`config.mk`:
```
export PLATFORM = sky130hd
export DESIGN_NAME = id_seg_flat
export DESIGN_NICKNAME = d
export VERILOG_FILES = /design/src/rtl/id_seg_if.sv /design/src/rtl/id_seg.sv /design/src/flat_wrapper.sv
export SDC_FILE = /design/constraint.sdc
export NUM_CORES = 2
export LEC_CHECK = 0
export CAP_MARGIN = 10
export CORE_MARGIN = 3
export CORE_UTILIZATION = 61
export CTS_CLUSTER_DIAMETER = 200
export DETAILED_ROUTE_END_ITERATION = 10
export MAX_ROUTING_LAYER = met4
export PLACE_DENSITY = 0.78
export SLEW_MARGIN = 20
export SYNTH_ARGS = -nofsm -noshare
export SYNTH_HDL_FRONTEND = slang
export SYNTH_SLANG_ARGS = --single-unit
```
`constraint.sdc`:
```
create_clock -name clk -period 2.4 [get_ports clk]
set_input_delay 0.36 -clock clk [delete_from_list [all_inputs] [get_ports clk]]
set_output_delay 0.36 -clock clk [all_outputs]
set_load 0.1 [all_outputs]
```
`src/rtl/id_seg_if.sv`:
```
// Bundle between the IF/WB side of the pipeline and the ID stage: incoming
// instruction, write-back port and the registered ID/EX outputs.
interface id_seg_if;
  logic [31:0] NPCi;
  logic [31:0] IR;
  logic        WBFlag;
  logic [4:0]  WBAddr;
  logic [31:0] WBVal;
  logic [31:0] NPCo;
  logic [31:0] IRo;
  logic [31:0] A;
  logic [31:0] B;
  logic [31:0] Imm;

  modport master (
    output NPCi, IR, WBFlag, WBAddr, WBVal,
    input  NPCo, IRo, A, B, Imm
  );

  modport slave (
    input  NPCi, IR, WBFlag, WBAddr, WBVal,
    output NPCo, IRo, A, B, Imm
  );
endinterface

```
`src/rtl/id_seg.sv`:
```
// Instruction-decode stage: 32x32 register file with write-through bypass,
// operand/immediate decode and the ID/EX pipeline register.
module id_seg (
  input logic     clk,
  input logic     rst,
  id_seg_if.slave bus
);
  localparam int DATA_W = 32;
  localparam int REG_N  = 32;

  localparam logic [5:0] OP_J    = 6'h02;
  localparam logic [5:0] OP_JAL  = 6'h03;
  localparam logic [5:0] OP_ANDI = 6'h0C;
  localparam logic [5:0] OP_ORI  = 6'h0D;
  localparam logic [5:0] OP_XORI = 6'h0E;

  logic [DATA_W-1:0] regs [REG_N];

  logic [4:0]        rs_p0;
  logic [4:0]        rt_p0;
  logic [DATA_W-1:0] src_a_p0;
  logic [DATA_W-1:0] src_b_p0;
  logic [DATA_W-1:0] imm_p0;

  logic [DATA_W-1:0] npc_p1;
  logic [DATA_W-1:0] ir_p1;
  logic [DATA_W-1:0] a_p1;
  logic [DATA_W-1:0] b_p1;
  logic [DATA_W-1:0] imm_p1;

  function automatic logic [DATA_W-1:0] ext_imm(input logic [DATA_W-1:0] ir);
    logic signed [15:0]       imm16;
    logic signed [DATA_W-1:0] sext;
    imm16 = ir[15:0];
    sext  = DATA_W'(imm16);
    case (ir[31:26])
      OP_ANDI, OP_ORI, OP_XORI: ext_imm = {16'h0, ir[15:0]};
      OP_J, OP_JAL:             ext_imm = {6'h0, ir[25:0]};
      default:                  ext_imm = sext;
    endcase
  endfunction

  // A write-back landing on the same edge must be seen by the instruction in decode.
  function automatic logic [DATA_W-1:0] read_op(
    input logic [4:0]        idx,
    input logic              wb_en,
    input logic [4:0]        wb_idx,
    input logic [DATA_W-1:0] wb_val,
    input logic [DATA_W-1:0] rf_val
  );
    if (idx == 5'd0)
      read_op = '0;
    else if (wb_en && (wb_idx == idx))
      read_op = wb_val;
    else
      read_op = rf_val;
  endfunction

  // Stage p0: combinational decode of the incoming instruction
  always_comb begin
    rs_p0    = bus.IR[25:21];
    rt_p0    = bus.IR[20:16];
    src_a_p0 = read_op(rs_p0, bus.WBFlag, bus.WBAddr, bus.WBVal, regs[rs_p0]);
    src_b_p0 = read_op(rt_p0, bus.WBFlag, bus.WBAddr, bus.WBVal, regs[rt_p0]);
    imm_p0   = ext_imm(bus.IR);
  end

  always_ff @(posedge clk) begin
    if (rst) begin
      for (int i = 0; i < REG_N; i++)
        regs[i] <= '0;
    end else if (bus.WBFlag && (bus.WBAddr != 5'd0)) begin
      regs[bus.WBAddr] <= bus.WBVal;
    end
  end

  // Stage p1: ID/EX pipeline register
  always_ff @(posedge clk) begin
    if (rst) begin
      npc_p1 <= '0;
      ir_p1  <= '0;
      a_p1   <= '0;
      b_p1   <= '0;
      imm_p1 <= '0;
    end else begin
      npc_p1 <= bus.NPCi;
      ir_p1  <= bus.IR;
      a_p1   <= src_a_p0;
      b_p1   <= src_b_p0;
      imm_p1 <= imm_p0;
    end
  end

  assign bus.NPCo = npc_p1;
  assign bus.IRo  = ir_p1;
  assign bus.A    = a_p1;
  assign bus.B    = b_p1;
  assign bus.Imm  = imm_p1;
endmodule

```
`src/flat_wrapper.sv`:
```
// flat-port wrapper written by rule: the top's interface ports become plain ports
module id_seg_flat 
  (clk, rst, bus_NPCi, bus_IR, bus_WBFlag, bus_WBAddr, bus_WBVal, bus_NPCo, bus_IRo, bus_A, bus_B, bus_Imm);
  id_seg_if bus_i ();
  input logic clk;
  input logic rst;
  input wire logic [$bits(bus_i.NPCi)-1:0] bus_NPCi;
  input wire logic [$bits(bus_i.IR)-1:0] bus_IR;
  input wire logic [$bits(bus_i.WBFlag)-1:0] bus_WBFlag;
  input wire logic [$bits(bus_i.WBAddr)-1:0] bus_WBAddr;
  input wire logic [$bits(bus_i.WBVal)-1:0] bus_WBVal;
  output wire logic [$bits(bus_i.NPCo)-1:0] bus_NPCo;
  output wire logic [$bits(bus_i.IRo)-1:0] bus_IRo;
  output wire logic [$bits(bus_i.A)-1:0] bus_A;
  output wire logic [$bits(bus_i.B)-1:0] bus_B;
  output wire logic [$bits(bus_i.Imm)-1:0] bus_Imm;
  assign bus_i.NPCi = bus_NPCi;
  assign bus_i.IR = bus_IR;
  assign bus_i.WBFlag = bus_WBFlag;
  assign bus_i.WBAddr = bus_WBAddr;
  assign bus_i.WBVal = bus_WBVal;
  assign bus_NPCo = bus_i.NPCo;
  assign bus_IRo = bus_i.IRo;
  assign bus_A = bus_i.A;
  assign bus_B = bus_i.B;
  assign bus_Imm = bus_i.Imm;
  id_seg u_core (.clk(clk), .rst(rst), .bus(bus_i));
endmodule
```
Word-level counts from Yosys, hierarchy flattened:

Memory sizes are Yosys's and may differ from the RTL's. A register that Yosys moved wholly into a read port is not among the register bits.
Cells that the tools add are included.

* bits in registers: 96
* RAM bits: 1024
* memories kept: 1
* output and inout port bits: 160
* word-level logic and storage cells: 27
* input bits: 104

* equal/unequal tests: 5
* mux-type cells: 9
* reductions and logical operators: 9

Memories
* u_core.regs: depth 32, bits a word 32, read ports 2, clocked after Yosys merged registers in 2, write ports 32, RTL line id_seg.sv:17 `logic [DATA_W-1:0] regs [REG_N];`

Operator list (number)
* case mux 32 bit (2 select lines): 1
* two-way mux 32 bit: 1
* OR reduction 32 bit: 1
* == test 6 x 4 -> 1 bit (second input constant): 3
* == test 6 x 2 -> 1 bit (second input constant): 2
* zero test 5 bit: 2
* two-way mux 1 bit: 6
* OR reduction 2 bit: 3
* two-way mux 5 bit: 1
* nonzero test 5 bit: 1
* OR reduction 3 bit: 1
* logical AND 1 bit: 1

Logic depth before layout (Yosys ltp):

* word-level depth: 7
* mapped depth: 9
* mapped depth without buffers: 5

Worst setup path before layout:

No wires, ideal clock.

* path type: input-to-reg
* start: in bus_WBAddr[0]
* end: mem u_core.regs[28][0], enable pin
* library setup time: 0.375 ns
* path slack: 0.275 ns
* buffers on the path: 2
* stages: 5
* required time: 2.025 ns
* arrival time: 1.750 ns
* cells stage by stage: buf_2 -> or3_1 -> clkbuf_1 -> nor2_1 -> or2_2

RTL lines
* start, declared: RTL line flat_wrapper.sv:10 `input wire logic [$bits(bus_i.WBAddr)-1:0] bus_WBAddr;`
* end, declared: RTL line id_seg.sv:17

==> impl_metrics.py <==
metrics = {
    "logic_synthesis": {
        "yosys_warnings": 0,
        "ys.flop_type": "edfxtp_1",
        "synth-edff-count": 1024,
        "async_flop_share_pct": 0,
        "syn_avg_cell_area_um2": 13.1,
        "synth_area_leaders": "edfxtp_1 (52%), mux2i_1 (11%), and2_1 (11%)",
        "netlist_top_cells_count": "edfxtp_1 (1024), and2_1 (1008), mux2i_1 (640), clkbuf_1 (321), a22oi_1 (258)",
        "synth.most_common_cell": "edfxtp_1",
        "yosysSeqAreaShare_pct": 56.8,
        "syn_area_um2": 59000,
        "synth_cell_types": 46,
        "yosysTopAreaCellShare_pct": 52.1,
        "synth-seq-cells": 1163,
        "synth_largest_area_cell": "edfxtp_1",
        "netlist_instances": 4499,
    },
    "drt": {
        "drt_iter0_markers": 7688,
        "drtAntennaViolNets": 0,
        "drc": 0,
        "wl_per_cell_um": 33.5,
        "via_per_inst": 7.03,
        "first_pass_iters": 8,
        "routed_wl_mm": 209,
        "vias": 43900,
    },
    "setup_path": {
        "slowest_stage": "clkdlybuf4s50_1",
        "crit_path_start_kind": "input port",
        "crit_required_ns": 3.03,
        "path_cells": "clkdlybuf4s50_1, or3_4, o31ai_2, o31ai_4, buf_4, nor2_1, a32o_1",
        "crit_fanout": 13,
        "worst_ep_arrival_time_ns": 2.68,
        "end_kind": "flop",
        "cp_slowest_stage_delay_ns": 0.52,
        "critPathKind": "input port to flop",
    },
    "floorplan": {
        "fp.dieH_um": 317,
        "die-area_um2": 101000,
        "dieWidth_um": 317,
        "start_util_pct": 61.8,
        "core_area_um2": 95400,
        "num_rows": 113,
        "io_pins": 264,
    },
    "sta": {
        "timing.final.crit_share_pct": 85.2,
        "rsz0062_at_grt": "no",
        "slew_viol_final": 0,
        "fin_crit_ns": 2.05,
        "slew_headroom_pct": 51.5,
        "worst_pin_slew_ns": 0.726,
        "skew_ns": 0.0227,
        "hold_violations": 0,
        "setup_tns_ns": 0,
        "fmax_ghz": 0.489,
        "setup_viol": 0,
        "whs_ns": 0.165,
    },
    "clocking": {
        "clkTransAtPathRegs_ns": 0.06,
        "cts_sinks": 1163,
        "clock_latency_ns": 0.73,
        "cts_max_level": 3,
        "cts_tree": "built",
        "clockBufferDepth": 3,
        "cts_resized": 0,
        "postCtsHoldBufs": 0,
        "postCtsSetupRepairBufs": 0,
        "cts_buffers": 118,
        "root_buffer": "clkbuf_16",
    },
    "place": {
        "place_hpwl_mm": 140,
        "place_area_um2": 66300,
        "gp_congestion": 1.00,
        "portBuffers": 263,
        "place_inst": 6013,
    },
    "power": {
        "p_seq_share_pct": 47.9,
        "p_sw_uw": 13800,
        "p_comb_share_pct": 15.7,
        "internal_power_uw": 36100,
        "switching_share_pct": 27.6,
        "p_per_area_nw_per_um2": 712,
        "leakage_uw": 0.0268,
        "clock_power_share_pct": 36.4,
        "vdd_drop_max_mv": 0.662,
    },
    "global_routing": {
        "antenna_found_initial": 9,
        "track_usage_pct": 42.5,
        "grt_pass1_wl_mm": 296,
        "grt_max_degree": 68,
        "overflow": 0,
        "grt_pass1_vias": 43000,
    },
    "layout": {
        "final_cell_count_no_fill": 6248,
        "drive_gt1_share_pct": 21.2,
        "fin_nets": 4972,
        "n_fill_cell": 6142,
        "area_growth_syn_to_layout_pct": 18.8,
        "design_area_um2": 70100,
        "layout.area.seq_um2": 33500,
        "multi_input_area_um2": 23800,
    },
    "min_path": {
        "min_path_type": "input port to flop",
    },
    "outcome": {
        "status": "completed",
    },
    "flow_run": {
        "cap_violations": 0,
    },
}
==> worst max-delay path: cells and delay by family <==
kind	cells	cell delay (ns)
AND/OR/NAND/NOR	2	0.80
buffers and inverters	2	0.76
AO/OA/AOI/OAI	3	0.74
==> placed cells by master, fill, tap and decap left out, types with 4 or more instances in the layout <==
cell type,n
nand3_1,129
nor2_4,36
nand4_1,31
a21oi_1,97
nor2b_1,64
buf_4,444
a211oi_1,14
bufinv_16,7
or3b_2,4
clkbuf_16,119
conb_1,32
dfxtp_1,139
clkinv_2,24
nor2b_4,5
diode_2,10
clkdlybuf4s50_1,96
nor2_1,19
clkbuf_1,40
a22oi_1,258
buf_12,149
a32o_1,63
a41oi_1,17
and2_1,1006
or2_2,31
mux4_2,192
mux2i_1,640
clkbuf_8,10
a21o_1,9
clkinv_1,15
nand3b_1,5
xnor2_1,10
nor3_1,34
edfxtp_1,1024
nand2_1,103
o22ai_1,63
==> layer usage <==
layer | GRT usage [%] | vias up | share of wire (%)
met4 | 27.2 | 0 | 8.1
met1 | 53.6 | 21400 | 34
met3 | 12.4 | 982 | 15
li1 | - | 17500 | -
met5 | - | - | 0
met2 | 60.4 | 4052 | 43
==> final timing paths <==
check                           from                end  slack [ns]  cells past startpoint
hold reg to reg   u_core.regs[14][5]    u_core.bus.A[5]        0.77                      5
setup / recovery       bus_WBAddr[3]   u_core.bus.B[26]        0.35                      7
setup reg to reg  u_core.regs[15][5]    u_core.bus.B[5]        0.44                      6
hold / removal                   rst  u_core.bus.Imm[3]        0.16                      3
==> state kept, by name (all words and copies together), names as in the netlist <==
signal / count
u_core.bus.A: 32
u_core.bus.B: 32
u_core.bus.IRo: 16
u_core.bus.Imm: 27
u_core.bus.NPCo: 32
u_core.regs: 1024
==> metrics by stage <==
stage	setup WS [ns]	utilization (%)	power, µW
floorplan	0.275	-	28700
global placement	-0.187	69.5	31700
detailed placement	-0.234	69.5	31900
CTS	0.448	73.4	49600
global route	0.346	73.5	50900
finish	0.355	73.5	49900
==> kinds of logic after synthesis <==
kind of cell | share of synthesized area (%)
xor gates and xnor gates | 0.148
muxes | 18.2
buffers and inverters | 3.55
AOI/OAI and AO/OA | 6.56
other | 0.00636
DFF | 56.8
and+or+nand+nor | 14.7
==> cell type report <==
class | count | area share, %
clock buffers | 169 | 4.65
multi-input cells | 2888 | 34.0
clock inverters | 56 | 0.724
repair buffers | 696 | 10.5
inverters | 1 | 0.00535
flip-flops and latches | 1163 | 47.8
well taps | 1265 | 2.26
diodes | 10 | 0.0357
==> power groups by stage <==
stage	Clock [µW]	Sequential, µW	Combinational [µW]
CTS	18100	23800	7640
detailed placement	0	24300	7610
global route	19000	24000	8000
floorplan	0	25300	3340
finish	18200	23900	7840
global placement	0	24200	7550
Power figures use the tool's default switching activity.
